[config.mk]
export PLATFORM = sky130hd
export DESIGN_NAME = mem_bus_arbiter
export DESIGN_NICKNAME = d
export VERILOG_FILES = /design/src/rtl/mem_bus_arbiter_pkg.sv /design/src/rtl/mem_bus_arbiter.sv
export SDC_FILE = /design/constraint.sdc
export NUM_CORES = 1
export LEC_CHECK = 0
export BUFFER_PORTS_ARGS = -buffer_cell sky130_fd_sc_hd__buf_2
export CORE_AREA = 2 2 97 99
export CTS_CLUSTER_SIZE = 30
export DETAILED_ROUTE_END_ITERATION = 7
export DIE_AREA = 0 0 99 101
export PLACE_DENSITY = 0.58
export SKIP_CTS_REPAIR_TIMING = 1
export SLEW_MARGIN = 15
export SYNTH_ARGS = -nofsm -noshare
export SYNTH_HDL_FRONTEND = slang
export SYNTH_SLANG_ARGS = --single-unit
export TNS_END_PERCENT = 10
[constraint.sdc]
create_clock -name CLK -period 1.6 [get_ports CLK]
set_clock_uncertainty 0.15 [all_clocks]
set_input_delay 0.16 -clock CLK [delete_from_list [all_inputs] [get_ports CLK]]
set_output_delay 0.16 -clock CLK [all_outputs]
set_load 0.005 [all_outputs]
[src/rtl/mem_bus_arbiter_pkg.sv]
// mem_bus_arbiter_pkg: shared word/line widths and arbiter state encoding
package mem_bus_arbiter_pkg;
  localparam int WORD_SIZE = 16;
  localparam int LINE_W = 4 * WORD_SIZE;
  typedef enum logic [1:0] {
    CPU_OWN = 2'd0,
    DRAIN   = 2'd1,
    DMA_OWN = 2'd2
  } state_t;
endpackage

[src/rtl/mem_bus_arbiter.sv]
// mem_bus_arbiter: CPU/DMA memory port arbiter with BR/BG handshake, drain and CPU cool-down window
module mem_bus_arbiter
  import mem_bus_arbiter_pkg::*;
#(
  parameter int ADDR_W = WORD_SIZE,
  parameter int DATA_W = LINE_W,
  parameter int MIN_CPU_WINDOW = 4
) (
  input  logic              CLK,
  input  logic              reset_n,
  input  logic              cpu_read,
  input  logic              cpu_write,
  input  logic [ADDR_W-1:0] cpu_addr,
  input  logic [DATA_W-1:0] cpu_wdata,
  output logic              cpu_stall,
  input  logic              BR,
  output logic              BG,
  input  logic              dma_write,
  input  logic [ADDR_W-1:0] dma_addr,
  input  logic [DATA_W-1:0] dma_wdata,
  input  logic              mem_busy,
  output logic              mem_read,
  output logic              mem_write,
  output logic [ADDR_W-1:0] mem_addr,
  output logic [DATA_W-1:0] mem_wdata,
  output logic              protocol_err
);
  state_t state, next;
  logic [3:0] cool_cnt;
  logic cpu_own, dma_own;
  assign cpu_own = state == CPU_OWN;
  assign dma_own = state == DMA_OWN;
  // Next-state: grant only after the cool-down expires and the bus is quiet
  always_comb begin
    next = state;
    case (state)
      CPU_OWN: if (BR && cool_cnt == 4'd0) next = (!mem_busy && !cpu_read && !cpu_write) ? DMA_OWN : DRAIN;
      DRAIN:   next = !BR ? CPU_OWN : (!mem_busy ? DMA_OWN : DRAIN);
      DMA_OWN: next = BR ? DMA_OWN : CPU_OWN;
      default: next = CPU_OWN;
    endcase
  end
  // State plus BG/cpu_stall as dedicated flops so they never glitch on state transitions
  always_ff @(posedge CLK or negedge reset_n) begin
    if (!reset_n) begin
      state <= CPU_OWN;
      BG <= 1'b0;
      cpu_stall <= 1'b0;
    end else begin
      state <= next;
      BG <= next == DMA_OWN;
      cpu_stall <= next != CPU_OWN;
    end
  end
  // Cool-down: reload on DMA release, count down to zero while the CPU owns the bus
  always_ff @(posedge CLK or negedge reset_n) begin
    if (!reset_n) cool_cnt <= 4'd0;
    else if (dma_own && next == CPU_OWN) cool_cnt <= 4'(MIN_CPU_WINDOW);
    else if (cpu_own && cool_cnt != 4'd0) cool_cnt <= cool_cnt - 4'd1;
  end
  // Sticky flag for DMA writes issued without a grant
  always_ff @(posedge CLK or negedge reset_n) begin
    if (!reset_n) protocol_err <= 1'b0;
    else if (dma_write && !dma_own) protocol_err <= 1'b1;
  end
  assign mem_read  = cpu_own && cpu_read;
  assign mem_write = cpu_own ? cpu_write : (dma_own && dma_write);
  assign mem_addr  = dma_own ? dma_addr : cpu_addr;
  assign mem_wdata = dma_own ? dma_wdata : cpu_wdata;
endmodule
==> metrics.md <==
| Metric | Value |
|---|---|
| Worst VDD drop | `0.727 mV` |
| Reg2reg start | `cool_cnt[1]` |
| Vias per cell | `4.28` |
| Net count after synthesis | `310` |
| Critical Path RT | `1.29 ns` |
| Diodes inserted | `0` |
| Placed cell area | `0.00287 mm2` |
| Die extent in x | `99 um` |
| Fin worst setup slack | `-0.259 ns` |
| Skew-Pair Late Insertion Delay | `roughly 0.23 ns` |
| Grt ovf | `0` |
| Setup TNS | `-15.96 ns` |
| Slew @ Worst Pin | `slightly below 0.3 ns` |
| Synth top area share | `62.4%` |
| Slew Limit Fails | `0` |
| Hold path start | `dma_write` |
| H-tree levels | `1` |
| Startpoint types | `flop` |
| Slowest library cell on the worst path | `dfrtp_2` |
| Bufs on Longest Clock Path | `2` |
| Final setup violation count | `80` |
| Sequential-to-total area share from yosys stat | `15.6%` |
| Initial antenna violation count | `1` |
| Outcome | `finished, violations left` |
| Placed instance count | `499` |
| Reg2reg end | `cool_cnt[1]` |
| Filler cells | `904` |
| Reg2Reg Depth | `6` |
| Cells along the critical path | `nand2b_4, clkbuf_16, mux2_1, buf_2` |
| Final WL | `~9000 um` |
| Port Buf Inserts | `251` |
| Starting Density | `16.1%` |
| Ratio of cells with drive above 1 in the final layout | `around four fifths` |
| Hold crit path type | `in -> reg` |
| Reg-to-reg setup timing slack | `0.04 ns` |
| Worst setup EP type | `output pin` |
| Hold slack | `-0.00536 ns` |
| Synth Warn # | `0` |
| Critical Path Fanout Max | `11` |
| Clock transition at the registers of the reported paths | `0.04 ns` |
| Max-slew headroom | `80.2%` |
| Leakage | `2.04 nW` |
| Data arrival time of the critical path | `1.55 ns` |
| GP Congestion | `0.782` |
| Hold path depth | `2` |
| Most common cell after layout, fill and taps aside | `buf_2` |
| Post-synthesis cell type count | `23` |
| RSZ-0062 raised after global routing | `yes` |
| Remaining DRCs | `0` |
| Setup slack at placement | `-0.0402 ns` |
| Hold endpoint | `protocol_err` |
| DRT Pass-1 Iters | `4` |
| Clock sink count | `9` |
| Synth area leader | `mux2_1` |
| Area grow syn2layout | `146%` |
| Cell count after synthesis | `141` |
| Crit path kind | `reg -> out` |
| DRT antenna net count | `0` |
| Final Cycle Share | `116%` |
| Max Cap Viol | `0` |
| Finished Cell Area | `0.00355 mm2` |
| First-pass GRT wire length | `10100 um` |
| Gr usage total | `about an eighth` |
| Worst path max stage delay | `0.45 ns` |
| Pwr Density | `slightly below 900 mW/mm2` |
| Seq cells post-synth | `9` |
| Io pins | `252` |
| TritonCTS clock tree | `done` |
| Core Region | `0.00898 mm2` |
| Vias in the first global route | `1875` |
| Die height | `101 um` |
| Most frequent cells in the layout | `buf_2, buf_6, mux2_4, mux2_1, dfrtp_1` |
| Critical Path Start | `state[1]` |
| Overall Power | `3.07 mW` |
| CTS root buffer | `clkbuf_8` |
| Final min period | `approximately 1.9 ns` |
| Final #Nets | `approximately 570` |
| WL per Instance | `17.6 um` |
| Area contributors post-synth | `mux2_1, dfrtp_1, buf_2` |
| CTS Buf Count | `3` |
| Num rows | `35` |
| Largest net degree at the start of global routing | `46` |
| Die ar. | `0.0100 mm2` |
| Placed wire-length estimate | `6630 um` |
| Cell Area, Synth | `0.00144 mm2` |
| Max Clk Rate | `0.538 GHz` |
| Failing checks | `hold timing, setup timing` |
| Fin cells | `512` |
| Final Hold Vio Count | `1` |
| Util after Layout | `roughly 40%` |
| Initial drt markers | `28` |
| Syn avg cell area | `10.2 um2` |
| Detailed-route via count | `2193` |
[final cells by class]
type / count / area [um2] / area share, %
clock buffers: 4 / 45.0 / 1.27
inverters: 2 / 7.51 / 0.212
multi-input cells: 120 / 1360 / 38.4
flip-flops and latches: 9 / 226 / 6.38
well taps: 111 / 139 / 3.92
repair buffers: 266 / 1770 / 49.8
[registers in the layout (all words and copies together) (netlist names)]
name,count
cool_cnt,4
cpu_stall,1
protocol_err,1
BG,1
state,2
[how the worst max path moves through the flow]
stage                    end  slack [ns]  cells past startpoint
2_1_floorplan       state[0]        0.03                      5
3_3_place_gp   mem_wdata[37]       -0.03                      4
3_5_place_dp   mem_wdata[37]       -0.04                      4
4_1_cts        mem_wdata[37]       -0.30                      4
5_1_grt        mem_wdata[35]       -0.31                      4
6_report       mem_wdata[35]       -0.26                      4
[logic make-up after synthesis]
kind of cell	after synthesis	share of synthesized area [%]
AND/OR/NAND/NOR	23	8.85
AO/OA/AOI/OAI	10	4.42
multiplexers	84	65.2
buffers and inverters	13	4.16
flip-flops	9	15.6
adder cells (fa/ha/maj)	2	1.73
[worst max-delay path, delay by kind of cell, from the launching register on]
kind                   cells  cell delay, ns
buffers and inverters      2            0.34
DFF                        1            0.45
muxes                      1            0.34
and+or+nand+nor            1            0.18
[synthesized netlist by cell type (all sizes together)]
| library cell | n |
|---|---|
| mux2 | 80 |
| buf | 9 |
| dfrtp | 9 |
| nand2 | 7 |
| nor2 | 6 |
| mux2i | 4 |
| o21ai | 3 |
| a21o | 2 |
| a21oi | 2 |
| clkbuf | 2 |
| ha | 2 |
| inv | 2 |
| nor3 | 2 |
| or3 | 2 |
| a211o | 1 |
| a22oi | 1 |
| and2 | 1 |
| nand2b | 1 |
| nor2b | 1 |
| nor3b | 1 |
| nor4b | 1 |
| nor4bb | 1 |
| o31ai | 1 |
[power breakdown]
part | switching [mW] | leakage [nW] | internal, mW
sequential | 0.0806 | 0.110 | 0.311
clock | 0.0898 | 0.0228 | 0.174
combinational | 0.951 | 1.90 | 1.46
[per-layer routing]
metal	part of all wire (%)	up-vias	GRT usage (%)
met3	6.7	4	2.50
li1	-	1043	-
met4	0.36	2	2.21
met1	43	1047	16.9
met2	50	97	21.9
met5	0.14	-	0
(Power assumes the default switching activity.)
